`src/rtl/clock_set_sequencer.sv`:
```
// Time/alarm entry sequencer and 1 Hz tick generator for the digital clock.
// Optional abort on idle set states: define SET_TIMEOUT_EN.
module clock_set_sequencer #(
    parameter int CLK_DIV        = 100000000,
    parameter int TIMEOUT_CYCLES = 1000000000
) (
    input  logic       clk,
    input  logic       reset,
    input  logic       start,
    input  logic       alarm_set,
    input  logic [5:0] input_data,
    input  logic       data_valid,
    output logic       data_ready,
    output logic [5:0] load_data,
    output logic       ld_hr,
    output logic       ld_min,
    output logic       ld_sec,
    output logic       ld_alarm_hr,
    output logic       ld_alarm_min,
    output logic       ld_alarm_sec,
    output logic       on,
    output logic       sec_tick,
    output logic       range_err,
    output logic [2:0] state_o
);

    typedef enum logic [2:0] {
        IDLE    = 3'd0,
        SET_HR  = 3'd1,
        SET_MIN = 3'd2,
        SET_SEC = 3'd3,
        RUN     = 3'd4,
        ALM_HR  = 3'd5,
        ALM_MIN = 3'd6,
        ALM_SEC = 3'd7
    } state_t;

    localparam int PW = (CLK_DIV > 2) ? $clog2(CLK_DIV) : 1;
    localparam logic [PW-1:0] P_MAX = PW'(CLK_DIV - 1);

    if (CLK_DIV < 2) begin : g_div_chk
        $error("CLK_DIV must be at least 2");
    end
    if (TIMEOUT_CYCLES < 1) begin : g_to_chk
        $error("TIMEOUT_CYCLES must be at least 1");
    end

    state_t        state_q, state_d, adv;
    logic [5:0]    load_q, load_d;
    logic [5:0]    ld_q, ld_d, sel;
    logic          err_q, err_d;
    logic [PW-1:0] pcnt_q;
    logic          accept, in_range, abort;

    assign data_ready = (state_q != IDLE) && (state_q != RUN);
    assign on         = state_q[2];
    assign sec_tick   = on && (pcnt_q == P_MAX);
    assign state_o    = state_q;
    assign load_data  = load_q;
    assign range_err  = err_q;
    assign accept     = data_valid && data_ready;
    assign in_range   = (state_q == SET_HR || state_q == ALM_HR) ?
                        (input_data <= 6'd23) : (input_data <= 6'd59);

    assign {ld_alarm_sec, ld_alarm_min, ld_alarm_hr,
            ld_sec, ld_min, ld_hr} = ld_q;

`ifdef SET_TIMEOUT_EN
    localparam int TW = (TIMEOUT_CYCLES > 2) ? $clog2(TIMEOUT_CYCLES) : 1;
    localparam logic [TW-1:0] T_MAX = TW'(TIMEOUT_CYCLES - 1);

    logic [TW-1:0] tcnt_q;

    assign abort = data_ready && (tcnt_q == T_MAX);

    // Idle-time counter, restarted on every state entry and every accepted entry.
    always_ff @(posedge clk or negedge reset) begin
        if (!reset)
            tcnt_q <= '0;
        else if (!data_ready || accept || state_d != state_q)
            tcnt_q <= '0;
        else
            tcnt_q <= tcnt_q + TW'(1);
    end
`else
    assign abort = 1'b0;
`endif

    // Per-state strobe select and the state reached on a good entry.
    always_comb begin
        sel = '0;
        adv = state_q;
        unique case (state_q)
            SET_HR:  begin sel = 6'b000001; adv = SET_MIN; end
            SET_MIN: begin sel = 6'b000010; adv = SET_SEC; end
            SET_SEC: begin sel = 6'b000100; adv = RUN;     end
            ALM_HR:  begin sel = 6'b001000; adv = ALM_MIN; end
            ALM_MIN: begin sel = 6'b010000; adv = ALM_SEC; end
            ALM_SEC: begin sel = 6'b100000; adv = RUN;     end
            default: ;
        endcase
    end

    // Next state, next load value, strobes and reject flag.
    always_comb begin
        state_d = state_q;
        load_d  = load_q;
        ld_d    = '0;
        err_d   = 1'b0;
        unique case (state_q)
            IDLE: begin
                if (start)
                    state_d = SET_HR;
            end
            RUN: begin
                if (start)
                    state_d = SET_HR;
                else if (alarm_set)
                    state_d = ALM_HR;
            end
            default: begin
                if (abort) begin
                    state_d = state_q[2] ? RUN : IDLE;
                    err_d   = 1'b1;
                end else if (accept) begin
                    if (in_range) begin
                        load_d  = input_data;
                        ld_d    = sel;
                        state_d = adv;
                    end else begin
                        err_d = 1'b1;
                    end
                end
            end
        endcase
    end

    // State and registered datapath outputs.
    always_ff @(posedge clk or negedge reset) begin
        if (!reset) begin
            state_q <= IDLE;
            load_q  <= '0;
            ld_q    <= '0;
            err_q   <= 1'b0;
        end else begin
            state_q <= state_d;
            load_q  <= load_d;
            ld_q    <= ld_d;
            err_q   <= err_d;
        end
    end

    // Seconds prescaler: free-runs while the clock is on, parked at 0 otherwise.
    always_ff @(posedge clk or negedge reset) begin
        if (!reset)
            pcnt_q <= '0;
        else if (!on || pcnt_q == P_MAX)
            pcnt_q <= '0;
        else
            pcnt_q <= pcnt_q + PW'(1);
    end

endmodule
```
`config.mk`:
```
export PLATFORM = sky130hd
export DESIGN_NAME = clock_set_sequencer
export DESIGN_NICKNAME = d
export VERILOG_FILES = /design/src/rtl/clock_set_sequencer.sv
export SDC_FILE = /design/constraint.sdc
export NUM_CORES = 1
export LEC_CHECK = 0
export ABC_AREA = 1
export BUFFER_PORTS_ARGS = -buffer_cell sky130_fd_sc_hd__buf_2
export CORE_UTILIZATION = 60
export DETAILED_ROUTE_END_ITERATION = 7
export GPL_ROUTABILITY_DRIVEN = 0
export PLACE_DENSITY = 0.82
export SKIP_CTS_REPAIR_TIMING = 1
export SLEW_MARGIN = 20
export SYNTH_ARGS = -nofsm -noshare
export SYNTH_HDL_FRONTEND = slang
export SYNTH_SLANG_ARGS = --single-unit
```
`constraint.sdc`:
```
create_clock -name clk -period 2.4 [get_ports clk]
set_input_delay 0.48 -clock clk [delete_from_list [all_inputs] [get_ports clk]]
set_output_delay 0.48 -clock clk [all_outputs]
set_load 0.01 [all_outputs]
```
; ---- After elaboration in Yosys (flattened, before gate mapping)
; Index checks and enable logic that the tools add are counted.
[totals]
reg_bits = 43
in_bits = 11
out_inout_bits = 19
elab_cells = 51
[op_classes]
reduce_logical = 15
n_mux = 16
addsub = 1
bitwise = 1
n_eq_ne = 11
magnitude_cmp = 2
[ops]
columns = op, n
row1 = 6-bit case mux with 6 select lines, 1
row2 = 27-bit by 1-bit adder with 27-bit output (second input constant), 1
row3 = 27-bit == test (second input constant), 1
row4 = 27-bit two-way mux, 1
row5 = 6-bit two-way mux, 3
row6 = 3-bit two-way mux, 5
row7 = 3-bit case mux with 5 select lines, 1
row8 = 3-bit == test (second input constant), 4
row9 = 3-bit nonzero test, 3
row10 = 7-bit nonzero test, 1
row11 = 3-bit by 2-bit == test with 1-bit output (second input constant), 2
row12 = 6-bit by 5-bit <= comparator with 1-bit output (second input constant), 1
row13 = 6-bit <= comparator (second input constant), 1
row14 = 3-bit inequality test (second input constant), 2
row15 = 3-bit case mux with 2 select lines, 1
row16 = 5-bit AND reduction, 1
row17 = 1-bit two-way mux, 4
row18 = 2-bit OR reduction, 2
row19 = 3-bit by 1-bit == test with 1-bit output (second input constant), 1
row20 = 1-bit logical AND, 3
row21 = 3-bit zero test, 1
row22 = 3-bit AND reduction, 1
row23 = 1-bit logical OR, 2
row24 = 2-bit inequality test (second input constant), 1
row25 = 2 further kinds, 2

; ---- Longest topological paths before layout
; Gate-level depths: netlist of the first run.
[depth]
depth_word = 6
ltp_mapped = 9
ltp_nobuf = 9

; ---- Worst setup path before layout of the first run
; OpenSTA, ideal clock, no wires.
[synth_timing]
path_type = register -> output
from = reg pcnt_q[0]
to = out sec_tick
t_arrival_ns = 1.349
n_path_buf = 0
slack_ns = 0.571
t_required_ns = 1.920
stages_incl_launch_ff = 8
cell_sequence = dfrtp_1 -> ha_1 -> nand3_2 -> inv_2 -> nand2_4 -> inv_1 -> nand4_1 -> nor3_1
[synth_via]
elab_chain_len = 2
[synth_rtl]
columns = item, line
row1 = start: declaration, 52  ; logic [PW-1:0] pcnt_q;
row2 = start signal: assignment, 160  ; pcnt_q <= pcnt_q + PW'(1);
row3 = 27-bit == test, 57  ; assign sec_tick = on && (pcnt_q == P_MAX);
row4 = 1-bit logical AND, 57
row5 = end: declaration, 22  ; output logic sec_tick,
; Every way passes these cells.

; ---- Worst setup path after layout of the first run
[layout_timing]
from = reg pcnt_q[1]
to = out sec_tick
; The elaborated chain is that of the path after synthesis.

==> results of run 1 <==
## flip-flops by register name, indices dropped and copies added (netlist names)
register	flops
ld_q	6
load_data	6
pcnt_q	27
range_err	1
state_o	3
## synthesized netlist by cell type, drive strengths merged
library cell	number	share of area, %
dfrtp	43	47
a21oi	1	0.22
xnor2	7	2.7
nand3	22	5.0
nand2	105	18
nand4	1	0.27
nor2	79	14
o21ai	6	1.3
nand3b	1	0.33
ha	1	0.55
o21a	1	0.33
buf	3	1.3
xor2	8	3.1
inv	26	4.3
nor3	8	1.7
## final cells by class
type	count	area, µm²	area share (%)
multi-input combinational	240	1090	41.7
clock buffer	6	82.6	3.17
clock inverter	2	35.0	1.34
tap	48	60.1	2.30
sequential	43	1080	41.3
inverter	26	97.6	3.74
timing repair buffer	32	168	6.43
## worst max-delay path by stage
stage	from	to	slack, ns	cells after the start
2_1_floorplan	pcnt_q[0]$_DFF_PN0_	sec_tick	0.57	7
3_3_place_gp	pcnt_q[0]$_DFF_PN0_	sec_tick	0.50	8
3_5_place_dp	pcnt_q[0]$_DFF_PN0_	sec_tick	0.42	8
4_1_cts	pcnt_q[0]$_DFF_PN0_	sec_tick	0.1	8
5_1_grt	pcnt_q[1]$_DFF_PN0_	sec_tick	-0.02	8
6_report	pcnt_q[1]$_DFF_PN0_	sec_tick	0.20	8
## layout by cell type, fill, tap and decap left out, types with 2 or more instances in the layout
cell type,count
sky130_fd_sc_hd__nand2_1,99
sky130_fd_sc_hd__nor2_1,77
sky130_fd_sc_hd__dfrtp_1,42
sky130_fd_sc_hd__buf_2,29
sky130_fd_sc_hd__inv_1,25
sky130_fd_sc_hd__nand3_1,21
sky130_fd_sc_hd__nor3_1,8
sky130_fd_sc_hd__xor2_1,8
sky130_fd_sc_hd__xnor2_1,7
sky130_fd_sc_hd__clkbuf_8,6
sky130_fd_sc_hd__o21ai_0,5
sky130_fd_sc_hd__nand2_2,4
sky130_fd_sc_hd__buf_4,3
sky130_fd_sc_hd__nor2_4,2
sky130_fd_sc_hd__nand2_4,2
## layer usage
| layer | wire, µm | track usage, % |
|---|---|---|
| met2 | 2410 | 46.9 |
| met3 | 314 | 5.54 |
| met4 | 93 | 12.5 |
| met1 | 2330 | 39.6 |
| met5 | 0 | 0 |
## power groups by stage
stage | clock (mW) | combinational [mW] | sequential (mW)
final | 0.577 | 0.585 | 0.941
after global routing | 0.613 | 0.665 | 0.955
after CTS | 0.591 | 0.570 | 0.939
after detailed placement | 0 | 0.568 | 0.949
after global placement | 0 | 0.550 | 0.945
after floorplan | 0 | 0.348 | 0.983
## logic make-up (layout without fill, tap and decap cells)
| group | Yosys count | count (layout) |
|---|---|---|
| compound gates | 8 | 8 |
| xor+xnor | 15 | 15 |
| fa+ha+maj | 1 | 1 |
| buf+inv | 29 | 66 |
| flops | 43 | 43 |
| simple gates | 216 | 216 |
## metrics by stage
stage               utilization (%)  instance area [µm²]  setup TNS (ns)
floorplan                         -                 2290               0
global placement               67.7                 2480               0
detailed placement             67.7                 2480               0
CTS                            71.0                 2600               0
global route                   71.3                 2610         -0.0172
finish                         71.3                 2610               0
## critical path, cell delays in order, from the launching register on
cell and delay (ns):
sky130_fd_sc_hd__dfrtp_1 0.40, sky130_fd_sc_hd__ha_2 0.24, sky130_fd_sc_hd__nand3_2 0.13, sky130_fd_sc_hd__inv_2 0.12, sky130_fd_sc_hd__nand2_4 0.07, sky130_fd_sc_hd__inv_1 0.09, sky130_fd_sc_hd__nand4_1 0.08, sky130_fd_sc_hd__nor3_1 0.14
sky130_fd_sc_hd__buf_2 0.15
==> parameters.txt, run 1 <==
Parameter                              Value

Status
  Run status ... completed

Synth
  Multiplexer fraction of the synthesized cell area ... 0%
  Synth cell types ... 22
  Synth Register Bits ... 43
  Avg Cell Area, Syn ... between 7 and 8 µm²
  Number of synthesis warnings ... 0
  Synthesized instance count ... 312
  Share of the synthesized netlist area taken by xor and xnor gates ... under 10%
  Area fraction in and, or, nand and nor cells after synthesis ... 39.3%
  Dominant combinational cell family by area after synthesis ... simple AND/OR/NAND/NOR gates
  Cell area after synthesis ... around 2300 µm²
  Proportion of synthesized chip area in sequential cells ... a little under half
  Post-Synth Adder-Cell Area ... less than 1%
  Compound-cell area share of the yosys netlist ... 1.86%
  Net count after synthesis ... ~320

Finish
  Final Net Count ... 360
  Fill count ... between 300 and 400
  Number of inserted diodes ... 0
  Final cell count without fillers ... 397
  Fraction of layout cells with a size suffix above 1 ... between 10% and 20%
  Layout area overhead ... 13.9%

Clocking
  Clock latency on the worst-skew pair ... a little under 0.3 ns
  Clock slew at reported path FFs ... roughly 0.080 ns
  Largest buffer count on any clock path ... 2
  TritonCTS Buffers ... 5
  TritonCTS clock tree ... done
  Sinks on Clock Net ... 43
  Buffer type at the clock tree root ... sky130_fd_sc_hd__clkbuf_8
  H-tree Lvls ... 2

Timing
  Final hold vios ... 0
  Transition at the pin with the smallest max-transition slack ... 0.421 ns
  Period utilisation layout ... between 90 and 100%
  Maximum clock frequency ... approximately 0.45 GHz
  Final critical path time including I/O delays and setup ... 2.20 ns
  Setup Skew ... ~0.006 ns
  Remaining max-slew budget at the tightest pin ... between 70% and 80%
  Slack of the critical path ... about 0.20 ns
  Final hold slack ... ~0.065 ns
  Endpoints failing setup ... 0
  Number of pins with negative max-slew slack in the final report ... 0

Power
  NetSw ... roughly 730 µW
  Areal power density over the cells ... 806 nW/µm²
  Clock share of power ... 27.4%
  VDD IR max ... ~0.64 mV
  Leakage power figure ... ~1.2 nW
  Sequential group share of total power ... approximately 45%
  Share of power burned in combinational logic ... between 20% and 30%
  Switching Share ... 34.6%
  Post-layout power ... between 2 and 2.5 mW
  Cell-internal power ... ~1.4 mW

Floorplanning
  Placement row count ... 22
  Height of the die ... roughly 64 µm
  Effective utilization at floorplan ... between 60% and 70%
  Floorplan core area ... around 3700 µm²
  I/O pins ... 30
  Width of the chip ... 63.8 µm
  Die Outline Area ... approximately 4100 µm²

Routing
  Residual antenna-violating net count after detailed routing ... 0
  Vias per Instance ... 5.11
  Total via count after detailed routing ... between 2000 and 2500
  Post-detailed-route DRC marker count ... 0
  DRT Pass-1 Iters ... 6
  Avg WL per Cell ... roughly 13 µm
  Routed Wire Length ... ~5100 µm
  Iteration-0 DRC Markers ... between 100 and 150

Worst hold path
  Path type of the worst min-delay path ... in2async

Worst setup path
  R2R Setup Slk ... approximately 0.75 ns
  Critical path startpoint category ... register
  Required time at the endpoint of the critical path ... ~1.9 ns
  Endpoint of the worst-slack reg-to-reg timing path ... pcnt_q[17]$_DFF_PN0_
  Maximum fanout count along the critical path ... 5
  Source of the worst register-to-register timing path ... pcnt_q[1]$_DFF_PN0_
  Worst-case reg-to-reg path depth ... 8
  Crit end category ... output port
  Startpoint-to-endpoint class of the critical path ... reg2out
  Signal arrival time at the worst endpoint ... roughly 1.7 ns

Placement
  Final HPWL from detailed placement ... just under 4000 µm
  Post-Place Worst Slack ... 0.424 ns
  Cell count after placement ... roughly 390
  Count of buffers from port buffering ... 29

GRT
  Maximum number of pins on one net before global-route repair ... 28
  Via count of the first global-routing pass ... 2047
  Initial antenna violation count ... 0
  GRT Total Usage ... between 20% and 30%
  Wire length of the first global-routing pass ... 9140 µm
  Total gr overflow ... 0

Flow run
  Max-cap violation count ... 0
Power figures use the tool's default switching activity.
==> inputs of run 2 (changes only) <==
Settings changed: HOLD_SLACK_MARGIN set to 0.05, PLACE_DENSITY 0.82 to 0.8.
==> parameters.txt, run 2 (same netlist as run 1, synthesis figures left out) <==
Parameter                              Value

Floorplanning
  Die Outline Area ... 4070 µm² (unchanged)
  I/O pins ... 30 (unchanged)
  Width of the chip ... 63.8 µm (unchanged)
  Placement row count ... 22 (unchanged)
  Effective utilization at floorplan ... 62.5% (unchanged)
  Floorplan core area ... 3660 µm² (unchanged)
  Height of the die ... 63.8 µm (unchanged)

Clocking
  Sinks on Clock Net ... 43 (unchanged)
  Largest buffer count on any clock path ... 2 (unchanged)
  H-tree Lvls ... 2 (unchanged)
  TritonCTS clock tree ... done
  TritonCTS Buffers ... 5 (unchanged)
  Clock latency on the worst-skew pair ... 0.30 ns (about the same)
  Buffer type at the clock tree root ... sky130_fd_sc_hd__clkbuf_8
  Clock slew at reported path FFs ... 0.08 ns (about the same)

Timing
  Remaining max-slew budget at the tightest pin ... 72.5% (+0.73 points)
  Maximum clock frequency ... 0.459 GHz (+0.83%)
  Number of pins with negative max-slew slack in the final report ... 0 (unchanged)
  Unrepaired setup endpoints after global routing ... no
  Period utilisation layout ... 90.8% (-0.76 points)
  Setup Skew ... 0.00625 ns (+0.000288 ns)
  Final critical path time including I/O delays and setup ... 2.18 ns (-0.0181 ns)
  Sum of negative setup slack ... 0 ns (unchanged)
  Final hold slack ... 0.0960 ns (+0.0315 ns)
  Endpoints failing setup ... 0 (unchanged)
  Transition at the pin with the smallest max-transition slack ... 0.410 ns (-0.0109 ns)
  Final hold vios ... 0 (unchanged)

GRT
  GRT Total Usage ... 29.0% (-0.55 points)
  Wire length of the first global-routing pass ... 8970 µm (-1.9%)
  Total gr overflow ... 0 (unchanged)
  Met1 track demand over resource ... 36.9% (-2.7 points)
  Most heavily used metal layer in global routing ... met2
  Initial antenna violation count ... 0 (unchanged)
  Via count of the first global-routing pass ... 2069 (+1.1%)
  Met3 track utilization from global routing ... 6.79% (+1.2 points)
  Grt met2 use ... 48.1% (+1.2 points)
  Maximum number of pins on one net before global-route repair ... 28 (unchanged)

Worst setup path
  Startpoint-to-endpoint class of the critical path ... reg2out
  Signal arrival time at the worst endpoint ... 1.70 ns (-0.02 ns)
  Critical path startpoint category ... register
  Crit end category ... output port
  Maximum fanout count along the critical path ... 5 (unchanged)
  Required time at the endpoint of the critical path ... 1.92 ns (about the same)

Worst hold path
  Path type of the worst min-delay path ... in2async

Power
  Areal power density over the cells ... 832 nW/µm² (+3.3%)
  Leakage power figure ... 1.19 nW (+0.36%)
  VDD IR max ... 0.743 mV (+16%)

Finish
  Fraction of layout cells with a size suffix above 1 ... 14.6% (-0.29 points)
  Post-route design area ... 2620 µm² (+0.58%)
  Final Net Count ... 360 (unchanged)
  Number of flip-flops in the largest register ... 27 (unchanged)
  Most common library cell in the layout ignoring fill and taps ... sky130_fd_sc_hd__nand2_1
  Core occupancy in the finished layout ... 71.7% (+0.41 points)
  Register with the highest flop count ... pcnt_q
  Fill count ... 297 (-2.9%)
  Final cell count without fillers ... 397 (unchanged)
  Layout area overhead ... 14.6%
  Number of inserted diodes ... 0 (unchanged)
  Top library cells by usage in the layout, fill and taps aside ... 99 x sky130_fd_sc_hd__nand2_1, 77 x sky130_fd_sc_hd__nor2_1, 42 x sky130_fd_sc_hd__dfrtp_1, 29 x sky130_fd_sc_hd__buf_2, 25 x sky130_fd_sc_hd__inv_1

Routing
  Iteration-0 DRC Markers ... 170 (+22%)
  Post-detailed-route DRC marker count ... 0 (unchanged)
  Residual antenna-violating net count after detailed routing ... 0 (unchanged)
  Total via count after detailed routing ... 2090 (+3.0%)
  Vias per Instance ... 5.26 (+3.0%)
  Routed Wire Length ... 5300 µm (+2.8%)
  Avg WL per Cell ... 13.3 µm (+2.8%)
  DRT Pass-1 Iters ... 6 (unchanged)

Placement
  Final HPWL from detailed placement ... 3940 µm (+1.3%)
  Placement Cell Area ... 2480 µm² (unchanged)
  Count of buffers from port buffering ... 29 (unchanged)
  Cell count after placement ... 388 (unchanged)

Flow run
  Max-cap violation count ... 0 (unchanged)

Status
  Run status ... completed
[run 2: changes by cell type in the layout (fill, tap and decap cells not counted), sizes merged]
cell / previous run / this run
bufinv: 1 / 2
clkinv: 1 / 0
[run 2: layer usage]
metal	up-vias	part of all wire [%]
li1	1027	-
met2	89	49
met4	0	1.4
met1	964	42
met3	10	7.4
met5	-	0
[run 2: final cells by class]
class	instances	area, µm²	area share [%]
inverter	26	97.6	3.72
clock inverter	2	60.1	2.29
sequential	43	1080	41.1
timing repair buffer	32	168	6.39
multi-input combinational	240	1090	41.5
tap	48	60.1	2.29
clock buffer	6	72.6	2.77
[run 2: path summary, 6_finish.rpt]
check	start	endpoint	slack, ns	cells after the start
max in group asynchronous	reset	pcnt_q[9]$_DFF_PN0_	1.74	2
worst min-delay path	reset	pcnt_q[23]$_DFF_PN0_	0.1	1
worst max register to register	pcnt_q[1]$_DFF_PN0_	pcnt_q[24]$_DFF_PN0_	0.72	8
worst min register to register	load_data[3]$_DFFE_PN0P_	load_data[3]$_DFFE_PN0P_	0.47	2
min in group clk	input_data[0]	load_data[0]$_DFFE_PN0P_	0.42	3
worst max-delay path	pcnt_q[1]$_DFF_PN0_	sec_tick	0.22	8
[run 2: power by group]
| group | switching, mW | internal [mW] | total [mW] |
|---|---|---|---|
| clock network | 0.247 | 0.416 | 0.663 |
| registers | 0.0982 | 0.838 | 0.936 |
| logic | 0.384 | 0.201 | 0.585 |
[run 2: metrics by stage]
step	power [mW]	setup WS, ns
3_3_place_gp	1.50	0.490
2_1_floorplan	1.33	0.571
5_1_grt	2.31	0.0400
4_1_cts	2.18	0.0787
6_report	2.18	0.220
3_5_place_dp	1.52	0.418
[run 2: worst max-delay path, cell delays in order, from the launching register on]
cell,delay (ns)
sky130_fd_sc_hd__dfrtp_1,0.38
sky130_fd_sc_hd__ha_2,0.23
sky130_fd_sc_hd__nand3_2,0.14
sky130_fd_sc_hd__inv_2,0.12
sky130_fd_sc_hd__nand2_4,0.07
sky130_fd_sc_hd__inv_1,0.09
sky130_fd_sc_hd__nand4_1,0.08
sky130_fd_sc_hd__nor3_1,0.14
sky130_fd_sc_hd__buf_2,0.15
